[src/rtl/sync_fifo_param.sv]
// Single-clock FIFO with counter-based occupancy, registered read port,
// almost-full/almost-empty thresholds and sticky overflow/underflow flags.
module sync_fifo_param #(
    parameter int WIDTH    = 32,
    parameter int ADDR_W   = 2,
    parameter int AF_LEVEL = (1 << ADDR_W) - 1,
    parameter int AE_LEVEL = 1
) (
    input  logic              clk,
    input  logic              rst,
    input  logic              push,
    input  logic [WIDTH-1:0]  in_data,
    input  logic              pop,
    input  logic              clr_err,
    output logic [WIDTH-1:0]  out_data,
    output logic              out_valid,
    output logic [ADDR_W:0]   count,
    output logic              full,
    output logic              empty,
    output logic              almost_full,
    output logic              almost_empty,
    output logic              overflow,
    output logic              underflow
);
    localparam int DEPTH = 1 << ADDR_W;
    localparam logic [ADDR_W:0] DEPTH_C = (ADDR_W+1)'(DEPTH);
    localparam logic [ADDR_W:0] AF_C    = (ADDR_W+1)'(AF_LEVEL);
    localparam logic [ADDR_W:0] AE_C    = (ADDR_W+1)'(AE_LEVEL);

    logic [WIDTH-1:0]  mem [DEPTH];
    logic [ADDR_W-1:0] head_q, head_d;
    logic [ADDR_W-1:0] tail_q, tail_d;
    logic [ADDR_W:0]   count_q, count_d;
    logic [WIDTH-1:0]  out_data_q, out_data_d;
    logic              out_valid_q, out_valid_d;
    logic              overflow_q, overflow_d;
    logic              underflow_q, underflow_d;
    logic              push_ok, pop_ok;

    // Acceptance looks only at the registered count, so no input reaches an output combinationally.
    assign full    = (count_q == DEPTH_C);
    assign empty   = (count_q == '0);
    assign pop_ok  = pop && !empty;
    assign push_ok = push && (!full || pop_ok);

    always_comb begin
        head_d      = head_q;
        tail_d      = tail_q;
        count_d     = count_q;
        out_data_d  = out_data_q;
        out_valid_d = 1'b0;
        overflow_d  = overflow_q;
        underflow_d = underflow_q;

        if (push_ok) begin
            tail_d = tail_q + 1'b1;
        end
        if (pop_ok) begin
            head_d      = head_q + 1'b1;
            out_data_d  = mem[head_q];
            out_valid_d = 1'b1;
        end
        case ({push_ok, pop_ok})
            2'b10:   count_d = count_q + 1'b1;
            2'b01:   count_d = count_q - 1'b1;
            default: count_d = count_q;
        endcase

        // A new error event in the same cycle as clr_err keeps the flag set.
        if (clr_err) begin
            overflow_d  = 1'b0;
            underflow_d = 1'b0;
        end
        if (push && !push_ok) begin
            overflow_d = 1'b1;
        end
        if (pop && empty) begin
            underflow_d = 1'b1;
        end
    end

    always_ff @(posedge clk) begin
        if (push_ok) begin
            mem[tail_q] <= in_data;
        end
    end

    always_ff @(posedge clk or negedge rst) begin
        if (!rst) begin
            head_q      <= '0;
            tail_q      <= '0;
            count_q     <= '0;
            out_data_q  <= '0;
            out_valid_q <= 1'b0;
            overflow_q  <= 1'b0;
            underflow_q <= 1'b0;
        end else begin
            head_q      <= head_d;
            tail_q      <= tail_d;
            count_q     <= count_d;
            out_data_q  <= out_data_d;
            out_valid_q <= out_valid_d;
            overflow_q  <= overflow_d;
            underflow_q <= underflow_d;
        end
    end

    assign out_data     = out_data_q;
    assign out_valid    = out_valid_q;
    assign count        = count_q;
    assign almost_full  = (count_q >= AF_C);
    assign almost_empty = (count_q <= AE_C);
    assign overflow     = overflow_q;
    assign underflow    = underflow_q;

endmodule

[config.mk]
export PLATFORM = sky130hd
export DESIGN_NAME = sync_fifo_param
export DESIGN_NICKNAME = d
export VERILOG_FILES = /design/src/rtl/sync_fifo_param.sv
export SDC_FILE = /design/constraint.sdc
export NUM_CORES = 1
export LEC_CHECK = 0
export CAP_MARGIN = 20
export CORE_MARGIN = 2
export CORE_UTILIZATION = 45
export CTS_CLUSTER_SIZE = 40
export DETAILED_ROUTE_END_ITERATION = 8
export MAX_ROUTING_LAYER = met4
export PLACE_DENSITY = 0.74
export SLEW_MARGIN = 30
export SYNTH_ARGS = -nofsm -noshare
export SYNTH_HDL_FRONTEND = slang
export SYNTH_SLANG_ARGS = --single-unit
[constraint.sdc]
create_clock -name clk -period 2.6 [get_ports clk]
set_clock_uncertainty 0.2 [all_clocks]
set_input_delay 0.52 -clock clk [delete_from_list [all_inputs] [get_ports clk]]
set_output_delay 0.52 -clock clk [all_outputs]
set_load 0.05 [all_outputs]
### Yosys cells after proc, flatten, opt, wreduce, memory -nomap -nowiden

Memories as Yosys holds them, arrays and structs flattened. A register that Yosys moved wholly into a read port is not among the register bits.
Cells that the tools add are included.

| word-level totals | value |
|---|---|
| flip-flop bits (word level) | 10 |
| RAM bits | 128 |
| output and inout bits | 42 |
| logic and storage cells | 36 |
| memories kept | 1 |

| operators by class | value |
|---|---|
| $add $sub $neg | 4 |
| $lt $le $gt $ge | 2 |
| eq/ne operators | 3 |
| multiplexer cells | 7 |
| reduce and logical (&&, ||, !) cells | 13 |

Memory list:

| memory | depth | bits a word | rd ports | clocked after Yosys merged registers in | write ports | RTL line | RTL |
|---|---|---|---|---|---|---|---|
| mem | 4 | 32 | 1 | 1 | 1 | 30 | `logic [WIDTH-1:0] mem [DEPTH];` |

Operator list:

| kind | count |
|---|---|
| two-way mux 1 bit | 6 |
| one-hot mux 3 bit (2 select lines) | 1 |
| nonzero test 2 bit | 3 |
| adder 2 x 1 -> 2 bit, second input constant | 2 |
| logical AND 1 bit | 4 |
| logical NOT 1 bit | 4 |
| adder 3 x 1 -> 3 bit, second input constant | 1 |
| equality test 3 bit, second input constant | 1 |
| >= comparator 3 x 2 -> 1 bit, second input constant | 1 |
| <= comparator 3 x 1 -> 1 bit, second input constant | 1 |
| logical NOT 3 bit | 1 |
| subtractor 3 x 1 -> 3 bit, second input constant | 1 |
| equality test 2 x 1 -> 1 bit, second input constant | 1 |
| equality test 2 bit, second input constant | 1 |
| logical OR 1 bit | 1 |

### Longest topological paths before layout

Gate-level depths: netlist of run 1.

| depth | value |
|---|---|
| depth after elaboration | 8 |
| depth in mapped cells | 6 |

### Least setup slack after synthesis of run 1

Ideal clock, no wire load.

| path | value |
|---|---|
| path type | reg-to-reg |
| start | register count_q[1] (netlist: count[1]) |
| end | memory mem[0][0], enable pin |
| library setup time | 0.392 ns |
| data arrival time | 2.259 ns |
| setup slack | -0.251 ns |
| stages on the path, launching flop included | 6 |
| buffers on the path | 0 |
| clock period less this slack | 2.851 ns |
| cells stage by stage | dfrtp_1 -> inv_1 -> ha_1 -> nand2_1 -> o21a_1 -> and2_1 |

| on the way | value |
|---|---|
| word-level cells in the longest chain between the ends | 7 |
| elaborated cells between the ends (all ways) | 9 |

Ends and longest elaborated chain:

| element | RTL line | RTL |
|---|---|---|
| start, declared | 33 | `logic [ADDR_W:0] count_q, count_d;` |
| start signal, assigned | 100 | `count_q <= count_d;` |
| logical NOT 3 bit | 42 | `assign empty = (count_q == '0);` |
| logical NOT 1 bit | 43 | `assign pop_ok = pop && !empty;` |
| logical AND 1 bit | 43 |  |
| logical OR 1 bit * | 44 | `assign push_ok = push && (!full \|\| pop_ok);` |
| logical AND 1 bit * | 44 |  |
| two-way mux 1 bit * | 83 | `if (push_ok) begin` |
| two-way mux 1 bit (not written as such) * | 84 | `mem[tail_q] <= in_data;` |
| end, declared | 30 |  |

Mark *: on every way between the ends. The rest lies on a longest branch, timed or not.

### Worst setup path in the final report of run 1

| path | value |
|---|---|
| start | register count_q[1] (netlist: count[1]) |
| end | output almost_full |

| on the way | value |
|---|---|
| word-level cells in the longest chain between the ends | 1 |

Ends and longest elaborated chain:

| element | RTL line | RTL |
|---|---|---|
| >= comparator 3 x 2 -> 1 bit | 111 | `assign almost_full = (count_q >= AF_C);` |
| end, declared | 20 | `output logic almost_full,` |

No other way between the ends.

==> results of run 1 <==
## sequential cells by signal, indices dropped and copies added (netlist names)
name,cells
count,3
mem,128
overflow,1
out_valid,1
underflow,1
tail_q,2
head_q,2
out_data,32
## layer usage
| layer | global-route usage | wire length, um |
|---|---|---|
| met2 | 0.252 | 5600 |
| met3 | 0.0435 | 446 |
| met1 | 0.208 | 5150 |
| met5 | - | 0 |
| met4 | 0.0601 | 178 |
## placed cells by master, fill, tap and decap left out, types with 4 or more instances in the layout
master,count
edfxtp_1,128
clkdlybuf4s50_1,73
dfrtp_1,40
mux2_2,33
mux4_2,28
clkbuf_16,17
buf_4,13
inv_1,8
ha_1,8
buf_12,8
xnor2_1,5
and2_2,4
nor2b_1,4
mux4_1,4
inv_6,4
## per-stage QoR
| stage | cells | setup WS, ns | TNS, ns | utilization |
|---|---|---|---|---|
| floorplan | 307 | 0.0750 | 0 | - |
| global placement | 569 | 0.274 | 0 | 0.547 |
| detailed placement | 569 | 0.253 | 0 | 0.547 |
| CTS | 602 | 0.0534 | 0 | 0.590 |
| global route | 602 | -0.00712 | -0.00712 | 0.590 |
| finish | 602 | 0.0893 | 0 | 0.590 |
## what timing repair did
action                                  4_1_cts  5_1_grt
resized for setup                             2        2
hold buffers                                  1        0
hold endpoints to repair                     16        0
endpoints found under the setup margin        2        1
buffers inserted                              0        0
## how the worst max path moves through the flow
stage                     cells past startpoint                   to  slack (ns)
after floorplan                               5  mem[0][0]$_DFFE_PP_        0.07
after global placement                        5          almost_full        0.27
after detailed placement                      5          almost_full        0.25
after CTS                                     5                empty        0.05
after global routing                          5          almost_full      -0.007
final                                         5          almost_full        0.09
## layout make-up
class,count,area (um2)
multi-input cells,113,1490
flip-flops and latches,170,4900
fillers,1018,5740
well taps,180,225
clock buffers,18,429
clock inverters,14,160
repair buffers,97,1010
inverters,10,37.5
## logic make-up after synthesis
| kind of cell | synth area share |
|---|---|
| compound gates | 0.0160 |
| xor+xnor | 0.00673 |
| fa+ha+maj | 0.0189 |
| flops | 0.752 |
| mux | 0.170 |
| simple gates | 0.0154 |
| buf+inv | 0.0204 |
## power breakdown
part / total [uW] / switching [uW] / internal (uW)
registers: 4020 / 331 / 3690
logic: 3970 / 2250 / 1730
clock network: 2480 / 1050 / 1430
## worst max-delay path, stage by stage (launching register included)
cell and delay [ns]:
dfrtp_1 0.43, ha_1 0.18, ha_1 0.13, nor2_1 0.04, o21ai_1 0.07, dlygate4sd2_1 0.53
==> out/metrics.cfg, run 1 <==
[clock_tree]
clkTransAtPathRegs_ns = 0.06
h-tree-depth = 4
cts_buffer_depth = 2
cts_num_sinks = 170
cts_tree = done
numCtsBuffers = 17
clock_latency_ns = 0.42
cts-root-buf = clkbuf_16

[grt]
grt_max_degree = 33
grt_first_pass_wirelength_mm = 18.5
grt-ovfl-total = 0
antenna_found_initial = 0
grt_pass1_vias = 3438
grt_usage = 0.162

[cells_and_area]
stdcell_area_um2 = 8250
antenna_cells = 0
areaGrowthSynthToFinish_pct = 26.8
drive_above_1_share = 0.294
fin_nets = 455

[synth]
synth_edf_count = 128
syn_nets = 353
synth.top_cells.by_count = 128 x edfxtp_1, 42 x dfrtp_1, 33 x mux2_2
ys_seq_elements = 170
syn_area_um2 = 6500
synth.most_common_cell = edfxtp_1
ys_seq_area_frac = 0.752
ys_types = 30
yosysWarnings = 0
ys.flop_type = edfxtp_1
ys_top_cells_by_area = edfxtp_1 59%, dfrtp_1 16%, mux4_2 9.7%
syn_area_per_cell_um2 = 21.2
syn_inst = 307
synthArstFlopShare = 0.247
yosysTopAreaCellShare = 0.591
synth_top_area_cell = edfxtp_1

[floorplanning]
pin_count = 79
initial_core_util = 0.465
dieWidth_um = 124
core_area_um2 = 14000
num_rows = 43
die_y_um = 124
die_area_um2 = 15400

[route]
ant_nets = 0
vias = 3143
dr.pass1.iters = 4
vias_per_cell = 5.22
route.detailed.drc = 0
drt_iter0_markers = 209
routed_wl_mm = 11.4
routedWlPerCell_um = 18.9

[setup_path]
cp-end-kind = output pin
r2r_slack_ns = 0.45
crit_arrival_ns = 1.79
critPathLaunch = count[1]$_DFFE_PN0P_
r2r-end = mem[0][29]$_DFFE_PP_
critPathRequiredTime_ns = 1.88
start_kind = flip-flop
cp_max_fo = 5
rr_worst_depth = 6
worstReg2RegStart = count[1]$_DFFE_PN0P_
worstSetupPathType = flip-flop to output pin

[worst_hold_path]
hold_path_class = flip-flop to flip-flop
holdPathEnd = overflow$_DFFE_PN0P_
hold_start = overflow$_DFFE_PN0P_
hold_depth = 1

[placement]
globalplace.congestion = 0.731
dp_hpwl_mm = 7.53
port_buffers = 78
placed_area_um2 = 7650

[sta]
period_share = 0.966
timing_max_transition_violations_final = 0
rsz0062_at_grt = yes
hold_violations = 0
holdWs_ns = 0.299
slew_headroom = 0.656
period_minus_slack_ns = 2.51
worst_slew_pin_slew_ns = 0.514
final-setup-viol-count = 0
max_freq_mhz = 398

[status]
status = complete, no violations

[power]
vdd_drop_max_uv = 608
power_uw = 10500
leakage_uw = 0.00294
powerDensity_nw_per_um2 = 1270

[run]
max_cap_viol_count = 0

(Power assumes the default switching activity.)
==> inputs of run 2 (changes only) <==
Settings changed: CORE_UTILIZATION 45 to 37, PLACE_DENSITY 0.74 to 0.64.
==> run 2 against run 1 <==
Setup slack improved by 0.090 ns; cell area increased by 0.30%; largest cell class unchanged; sequential power about the same; core utilization decreased by 11 points; first-iteration DRC count decreased by 18%; sequential cell count unchanged; total power decreased by 0.55%; clock power decreased by 2%; global-route usage decreased by 2.2 points; largest power group unchanged.
==> out/metrics.cfg, run 2 (synthesis results as in run 1) <==
[cells_and_area]
mostFrequentLayoutCells = 128 x edfxtp_1, 72 x clkdlybuf4s50_1, 40 x dfrtp_1, 33 x mux2_2, 28 x mux4_2  ; was 128 x edfxtp_1, 73 x clkdlybuf4s50_1, 40 x dfrtp_1, 33 x mux2_2, 28 x mux4_2
fin_nets = 451  ; was 455
largest_reg_flops = 128  ; unchanged
drive_above_1_share = 0.278  ; was 0.294
largest-register = mem  ; unchanged
layout_commonest_cell = edfxtp_1  ; unchanged
fill_cells = 1416  ; was 1,018
finish.utilization = 0.480  ; was 0.590
antenna_cells = 0  ; unchanged
regArea_um2 = 4900  ; unchanged
multiInputGateArea_um2 = 1500  ; was 1490 um2
areaGrowthSynthToFinish_pct = 27.2  ; was 26.8%

[placement]
dp_hpwl_mm = 7.27  ; was 7.53 mm
globalplace.congestion = 0.696  ; was 0.731
port_buffers = 78  ; unchanged

[status]
status = complete, no violations  ; unchanged

[floorplanning]
pin_count = 79  ; unchanged
die_area_um2 = 18700  ; was 15,400 um2
num_rows = 48  ; was 43
die_y_um = 137  ; was 124 um
core_area_um2 = 17200  ; was 14,000 um2
initial_core_util = 0.377  ; was 0.465
dieWidth_um = 137  ; was 124 um

[clock_tree]
cts_tree = done  ; unchanged
cts-root-buf = clkbuf_16  ; unchanged
cts.hold.buffers_added = 0  ; was 1
cts_num_sinks = 170  ; unchanged
clkTransAtPathRegs_ns = 0.06  ; about the same
clock_latency_ns = 0.42  ; about the same
h-tree-depth = 4  ; unchanged
numCtsBuffers = 17  ; unchanged
cts_buffer_depth = 2  ; unchanged

[run]
max_cap_viol_count = 0  ; unchanged

[setup_path]
cp-end-kind = output pin  ; unchanged
cp_max_fo = 8  ; was 5
worstSetupPathType = flip-flop to output pin  ; unchanged
start_kind = flip-flop  ; unchanged
r2r_slack_ns = 0.50  ; was 0.45 ns
rr_worst_depth = 6  ; unchanged
crit_arrival_ns = 1.70  ; was 1.79 ns
critPathRequiredTime_ns = 1.88  ; about the same

[sta]
slew_headroom = 0.589  ; was 0.656
period_share = 0.931  ; was 0.966
timing_max_transition_violations_final = 0  ; unchanged
worst_slew_pin_slew_ns = 0.617  ; was 0.514 ns
period_minus_slack_ns = 2.42  ; was 2.51 ns
max_freq_mhz = 413  ; was 398 MHz
hold_violations = 0  ; unchanged
final-setup-viol-count = 0  ; unchanged
setup-tns-final_ns = 0  ; unchanged
rsz0062_at_grt = no  ; was yes
holdWs_ns = 0.00341  ; was 0.299 ns

[grt]
grt_first_pass_wirelength_mm = 18.5  ; about the same
grt_usage = 0.140  ; was 0.162
grt-ovfl-total = 0  ; unchanged
grt_pass1_vias = 3338  ; was 3,438
grt_max_degree = 43  ; was 33
antenna_found_initial = 0  ; unchanged

[power]
powerDensity_nw_per_um2 = 1260  ; was 1270 nW/um2
power_uw = 10400  ; was 10,500 uW
leakage_uw = 0.00293  ; was 0.00294 uW
vdd_drop_max_uv = 701  ; was 608 uV

[route]
vias = 3117  ; was 3,143
vias_per_cell = 4.85  ; was 5.22
drt_iter0_markers = 171  ; was 209
route.detailed.drc = 0  ; unchanged
dr.pass1.iters = 4  ; unchanged
routedWlPerCell_um = 18.3  ; was 18.9 um
ant_nets = 0  ; unchanged
routed_wl_mm = 11.8  ; was 11.4 mm

[worst_hold_path]
hold_path_class = primary input to async pin  ; was flip-flop to flip-flop

==> run 2: worst paths after layout <==
path                                 startpoint                       end
setup / recovery           count[0]$_DFFE_PN0P_                     empty
hold / removal                              rst  out_data[21]$_DFFE_PN0N_
setup reg to reg           count[0]$_DFFE_PN0P_       mem[0][9]$_DFFE_PP_
hold reg to reg            overflow$_DFFE_PN0P_      overflow$_DFFE_PN0P_
max in group asynchronous                   rst     head_q[1]$_DFFE_PN0N_
min in group clk           overflow$_DFFE_PN0P_      overflow$_DFFE_PN0P_
==> run 2: critical path, stage by stage, from the launching register on <==
cell	delay, ns
dfrtp_1	0.41
inv_1	0.19
ha_4	0.21
nand2b_1	0.12
inv_1	0.18
buf_12	0.16
==> run 2: per-stage QoR <==
| stage | setup slack [ns] | cells | cell area [um2] |
|---|---|---|---|
| 6_report | 0.179 | 643 | 8270 |
| 5_1_grt | 0.0617 | 643 | 8270 |
| 4_1_cts | 0.0153 | 643 | 8260 |
| 3_5_place_dp | 0.323 | 611 | 7690 |
| 3_3_place_gp | 0.340 | 611 | 7690 |
| 2_1_floorplan | 0.0750 | 307 | 6510 |
==> run 2: power by group <==
part / internal, uW / leakage, uW / total (uW) / switching, uW
clock network: 1460 / 0.000276 / 2420 / 965
logic: 1730 / 0.000987 / 3960 / 2230
registers: 3690 / 0.00167 / 4040 / 345
==> run 2: layer usage <==
metal | up-vias | routed length [um] | track usage
met1 | 1607 | 5300 | 0.180
met5 | - | 0 | -
met3 | 17 | 540 | 0.0389
met2 | 85 | 5690 | 0.213
met4 | 0 | 245 | 0.0567
li1 | 1408 | - | -
==> run 2: repair_timing <==
item,in CTS,in global routing
hold endpoints to repair,0,0
buffers inserted,0,0
endpoints found under the setup margin,1,3
gates resized for setup,1,3
==> run 2: final cells by class <==
class                   count  area share
repair buffers             93       0.120
clock inverters             9      0.0119
inverters                  10     0.00454
well taps                 225      0.0340
flip-flops and latches    170       0.592
clock buffers              23      0.0566
multi-input cells         113       0.181
